[config.mk]
export PLATFORM = sky130hd
export DESIGN_NAME = acl_tuple_extractor
export DESIGN_NICKNAME = d
export VERILOG_FILES = /design/src/rtl/acl_tuple_extractor.sv
export SDC_FILE = /design/constraint.sdc
export NUM_CORES = 1
export LEC_CHECK = 0
export BUFFER_PORTS_ARGS = -buffer_cell sky130_fd_sc_hd__buf_4
export CAP_MARGIN = 5
export CORE_MARGIN = 4
export CORE_UTILIZATION = 55
export CTS_BUF_LIST = sky130_fd_sc_hd__clkbuf_4
export DETAILED_ROUTE_END_ITERATION = 10
export GPL_TIMING_DRIVEN = 0
export MAX_ROUTING_LAYER = met4
export PLACE_DENSITY_LB_ADDON = 0.1
export SLEW_MARGIN = 20
export SYNTH_ARGS = -nofsm -noshare
export SYNTH_HDL_FRONTEND = slang
export SYNTH_SLANG_ARGS = --single-unit
[constraint.sdc]
create_clock -name clk -period 18.5 [get_ports clk]
set_clock_uncertainty 0.2 [all_clocks]
set_input_delay 2.775 -clock clk [delete_from_list [all_inputs] [get_ports clk]]
set_output_delay 2.775 -clock clk [all_outputs]
set_load 0.02 [all_outputs]
[src/rtl/acl_tuple_extractor.sv]
// acl_tuple_extractor: pulls the IPv4 5-tuple out of a 32-bit Ethernet word
// stream. It holds one result for the ACL rule-match stage behind a
// valid/ready handshake. Payload words are accepted and dropped.
module acl_tuple_extractor #(
    parameter int          C_TDATA_WIDTH  = 32,
    parameter logic [15:0] ETHERTYPE_IPV4 = 16'h0800
) (
    input  logic                     clk,
    input  logic                     rst,
    input  logic                     i_rxd_tvalid,
    input  logic                     i_rxd_tlast,
    input  logic [C_TDATA_WIDTH-1:0] i_rxd_tdata,
    output logic                     o_rxd_tready,
    output logic                     o_tuple_valid,
    input  logic                     i_tuple_ready,
    output logic [31:0]              o_src_ip,
    output logic [31:0]              o_dst_ip,
    output logic [7:0]               o_protocol,
    output logic [15:0]              o_src_port,
    output logic [15:0]              o_dst_port,
    output logic                     o_hdr_err
);

    // state  | meaning
    // S_HDR  | walking header words 0..9, result not yet launched
    // S_DRAIN| header done, discarding payload until tlast
    typedef enum logic {S_HDR, S_DRAIN} state_t;

    state_t      state, state_nxt;
    logic [3:0]  cnt;
    logic        rdy_en;
    logic        err;
    logic [7:0]  proto;
    logic [31:0] sip, dip;
    logic [15:0] sport;

    logic [7:0]  proto_c;
    logic [31:0] sip_c, dip_c;
    logic [15:0] sport_c, dport_c;
    logic        err_c;
    logic        xfer, launch, runt, is_l4;

    assign xfer   = i_rxd_tvalid && o_rxd_tready;
    assign runt   = i_rxd_tlast && (cnt < 4'd9);
    assign launch = xfer && (state == S_HDR) && ((cnt == 4'd9) || runt);
    assign is_l4  = (proto_c == 8'd6) || (proto_c == 8'd17);

    // Header fields as they stand after the current word; lets a launch on
    // w9 or a runt tlast include the word being transferred.
    always_comb begin
        proto_c = proto;
        sip_c   = sip;
        dip_c   = dip;
        sport_c = sport;
        dport_c = 16'h0000;
        err_c   = err;
        if (xfer && state == S_HDR) begin
            case (cnt)
                4'd3: err_c = err || (i_rxd_tdata[31:16] != ETHERTYPE_IPV4)
                                  || (i_rxd_tdata[15:8] != 8'h45);
                4'd5: proto_c = i_rxd_tdata[7:0];
                4'd6: sip_c[31:16] = i_rxd_tdata[15:0];
                4'd7: begin
                    sip_c[15:0]  = i_rxd_tdata[31:16];
                    dip_c[31:16] = i_rxd_tdata[15:0];
                end
                4'd8: begin
                    dip_c[15:0] = i_rxd_tdata[31:16];
                    sport_c     = i_rxd_tdata[15:0];
                end
                4'd9: dport_c = i_rxd_tdata[31:16];
                default: ;
            endcase
        end
    end

    // State register
    always_ff @(posedge clk or posedge rst) begin
        if (rst) state <= S_HDR;
        else     state <= state_nxt;
    end

    // Next-state: leave for DRAIN after w9 unless it ended the frame
    always_comb begin
        state_nxt = state;
        case (state)
            S_HDR:   if (xfer && !i_rxd_tlast && cnt == 4'd9) state_nxt = S_DRAIN;
            S_DRAIN: if (xfer && i_rxd_tlast)                 state_nxt = S_HDR;
            default: state_nxt = S_HDR;
        endcase
    end

    // Ready: word 0 of a frame waits while an unaccepted result is held
    always_comb begin
        o_rxd_tready = rdy_en;
        if (state == S_HDR && cnt == 4'd0 && o_tuple_valid && !i_tuple_ready)
            o_rxd_tready = 1'b0;
    end

    // Word counter and per-frame working registers, cleared at every tlast
    always_ff @(posedge clk or posedge rst) begin
        if (rst) begin
            rdy_en <= 1'b0;
            cnt    <= 4'd0;
            err    <= 1'b0;
            proto  <= 8'h00;
            sip    <= 32'h0;
            dip    <= 32'h0;
            sport  <= 16'h0;
        end else begin
            rdy_en <= 1'b1;
            if (xfer) begin
                if (i_rxd_tlast) begin
                    cnt   <= 4'd0;
                    err   <= 1'b0;
                    proto <= 8'h00;
                    sip   <= 32'h0;
                    dip   <= 32'h0;
                    sport <= 16'h0;
                end else begin
                    if (cnt != 4'd10) cnt <= cnt + 4'd1;
                    err   <= err_c;
                    proto <= proto_c;
                    sip   <= sip_c;
                    dip   <= dip_c;
                    sport <= sport_c;
                end
            end
        end
    end

    // Result register: load on launch, drop valid after a handshake
    always_ff @(posedge clk or posedge rst) begin
        if (rst) begin
            o_tuple_valid <= 1'b0;
            o_src_ip      <= 32'h0;
            o_dst_ip      <= 32'h0;
            o_protocol    <= 8'h00;
            o_src_port    <= 16'h0;
            o_dst_port    <= 16'h0;
            o_hdr_err     <= 1'b0;
        end else if (launch) begin
            o_tuple_valid <= 1'b1;
            o_src_ip      <= sip_c;
            o_dst_ip      <= dip_c;
            o_protocol    <= proto_c;
            o_src_port    <= is_l4 ? sport_c : 16'h0;
            o_dst_port    <= is_l4 ? dport_c : 16'h0;
            o_hdr_err     <= err_c || runt;
        end else if (o_tuple_valid && i_tuple_ready) begin
            o_tuple_valid <= 1'b0;
        end
    end

endmodule

==> qor.yml <==
critical-path-top-delay-family: "simple AND/OR/NAND/NOR gates"
die_area_mm2: 0.0191
detail_route.drc_violations: 0
run_status: "finished, final reports clean"
clock_path_buffers: 3
tritoncts_clock_tree: "built"
final.setup.worst_slack_ns: 11.86
clk_transition_reported_paths_ns: 0.06
mappedNetlistArea_mm2: 0.00930
post_route_cells_drive_above_1_share_pct: 45.3
finalHoldViolCount: 0
layout_commonest_cell: "dfrtp_1"
design.portCount: 144
pwr-share-comb_pct: 29.9
netSwitchingFraction_pct: 32.2
final_cell_area_mm2: 0.0113
critical_path.max_fanout: 4
clock_network_fraction_of_design_power_pct: 27.5
static-leakage-power_nw: 5.44
final_setup_violation_count: 0
synth_top_area_cell: "dfrtp_1"
rsz0062_at_grt: "false"
cts_sinks: 201
placed_area_mm2: 0.0107
die_w_um: 138
worst-setup-path-type: "input pin to output pin"
place.detailed.hpwl_um: 16800
power.total_mw: 1.35
post_drt_wl_per_cell_um: 21.7
power-per-cell-area_mw_per_mm2: 120
fmaxAchievable_ghz: 0.151
path_cells: "buf_4 > nor4b_4 > a21boi_0 > buf_4"
whs_endpoint: "o_src_port[8]$_DFFE_PP0P_"
syn-num-nets: 703
clkLatencyLatePin_ns: 0.65
synth_cell_types: 54
placementRows: 47
num-nets-final: 901
via_per_inst: 5.95
rr_endpoint: "sport[0]$_DFFE_PP0N_"
postCtsResizedCells: 0
synthFlopType: "dfrtp_1"
mostFrequentLayoutCells: "dfrtp_1, buf_4, a22o_1, clkbuf_4, mux2_4"
cap_violations: 0
worst_slew_pin_slew_ns: 0.788
grt_max_degree: 111
p_sw_mw: 0.436
portBuffers: 143
synth-async-reset-ratio_pct: 100
timing.final.max_slew_violations: 0
cts_setup_buffers: 0
total_gr_overflow: 0
floorplan.initialDensity_pct: 56.1
netlist_top_cells_area: "dfrtp_1, mux2_4, a22o_1"
hold_path_startpoint: "o_src_port[8]$_DFFE_PP0P_"
layout_worst_path_cycle_share_pct: 35.9
gpl.final_weighted_congestion: 0.890
number_of_register_bits_inferred_by_synthesis: 201
wire_length_of_the_first_global_routing_pass_um: 38800
dp_worst_setup_slack_ns: 11.87
tns_ns: 0
period_minus_slack_ns: 6.64
crit-reg2reg-launch: "cnt[0]$_DFFE_PP0P_"
critPathCaptureType: "output pin"
initial_antenna_violation_count: 1
hold_buffers: 0
hold_slack_ns: 0.290
hold_path.class: "flip-flop to flip-flop"
worst_path_buf_inv: 2
timing.reg2reg.worst_path_depth: 10
cp_data_arrival_time_ns: 3.66
clock_tree.root_cell: "clkbuf_4"
num_vias: 6643
regToRegSetupSlack_ns: 15.74
cp_slowest_cell: "nor4b_4"
worst_path_largest_cell_delay_ns: 0.37
dr.pass1.iters: 4
syn_area_per_cell_um2: 14.1
relSlewSlack_pct: 47.5
gr-usage-all-layers_pct: 25.8
max-vdd-ir-drop_mv: 0.0856
drt-initial-drc-count: 362
synth_largest_type_area_fraction_pct: 54.1
cts_buffers: 52
critPathRequiredTime_ns: 15.53
drt.antenna.violating_nets: 0
synth-edff-count: 0
power.share.sequential_pct: 42.6
cpMostUsedCell: "buf_4"
coreArea_mm2: 0.0166
crit_path_start_kind: "input pin"
area_growth_syn_to_layout_pct: 21.8
synth_seq_area_share_pct: 54.1
syn_inst: 661
yosysWarnings: 0
dieHeight_um: 138
wl_final_um: 24200
ctsHtreeMaxLevel: 2
hold_path_depth: 1
grt_pass1_vias: 6965
cell_internal_pwr_mw: 0.918
==> registers in the layout, summed over array words and instances (netlist names), 16 cells and up <==
register and flops:
sport 16, o_dst_port 16, o_dst_ip 32, sip 32, dip 32, o_src_ip 32
o_src_port 16
==> power by group through the flow <==
stage	clock [mW]	combinational, mW	sequential (mW)
after floorplan	0	0.202	0.631
after global placement	0	0.395	0.580
after detailed placement	0	0.404	0.583
after CTS	0.383	0.407	0.576
after global routing	0.405	0.430	0.586
final	0.373	0.405	0.577
==> layout make-up <==
cell class | count | area, µm²
Clock buffer | 79 | 593
Inverter | 11 | 48.8
Fill cell | 1255 | 5250
Clock inverter | 11 | 50.0
Multi-Input combinational cell | 396 | 3900
Buffer | 53 | 332
Timing Repair Buffer | 144 | 1100
Antenna cell | 1 | 2.50
Tap cell | 220 | 275
Sequential cell | 201 | 5030
==> worst reg2reg max path: stages (launching register included) <==
cell and delay, ns:
dfrtp_1 0.46, inv_1 0.15, ha_1 0.27, nor2b_1 0.14
buf_2 0.18, and2_1 0.19, buf_6 0.16, buf_6 0.15
o21ai_0 0.36, buf_2 0.30, a22o_1 0.16
==> cell usage after synthesis, types with 6 or more instances <==
| cell | count |
|---|---|
| dfrtp_1 | 201 |
| a22o_1 | 99 |
| mux2_4 | 69 |
| mux2_2 | 60 |
| buf_2 | 22 |
| and3_1 | 18 |
| o221ai_1 | 16 |
| o2bb2ai_1 | 16 |
| clkbuf_1 | 15 |
| mux2_1 | 15 |
| buf_6 | 13 |
| a21boi_0 | 12 |
| a21oi_1 | 11 |
| inv_1 | 10 |
| nor2_1 | 9 |
| nand2_1 | 6 |
==> kinds of logic after synthesis <==
kind of cell    Yosys count  share of synthesized area (%)
compound gates          180                           16.2
other cells               1                         0.0403
simple gates             66                           4.78
mux                     144                           20.2
flops                   201                           54.1
buf+inv                  64                           4.01
fa+ha+maj                 5                          0.673
==> worst max-delay path by stage <==
stage                             start                       end  slack [ns]  depth (start not counted)
final                     i_tuple_ready              o_rxd_tready       11.86                          4
after CTS                 i_tuple_ready              o_rxd_tready       11.86                          4
after global placement              rst  o_src_ip[23]$_DFFE_PP0P_        8.25                          2
after floorplan                     rst        cnt[0]$_DFFE_PP0P_       10.04                          1
after global routing      i_tuple_ready              o_rxd_tready       11.81                          4
after detailed placement  i_tuple_ready              o_rxd_tready       11.87                          4
==> metal layers <==
metal	routed length, µm	GRT usage (%)	vias to the layer above
li1	-	-	2955
met1	10700	35.9	3403
met2	11600	39.0	241
met3	1460	5.32	44
met4	503	7.33	0
met5	0	-	-
==> through the flow <==
stage          util [%]  std cells
5_1_grt            68.3       1116
3_5_place_dp       64.4       1025
4_1_cts            68.3       1115
3_3_place_gp       64.2       1024
6_report           68.3       1116
2_1_floorplan         -        661
Power figures use the tool's default switching activity.
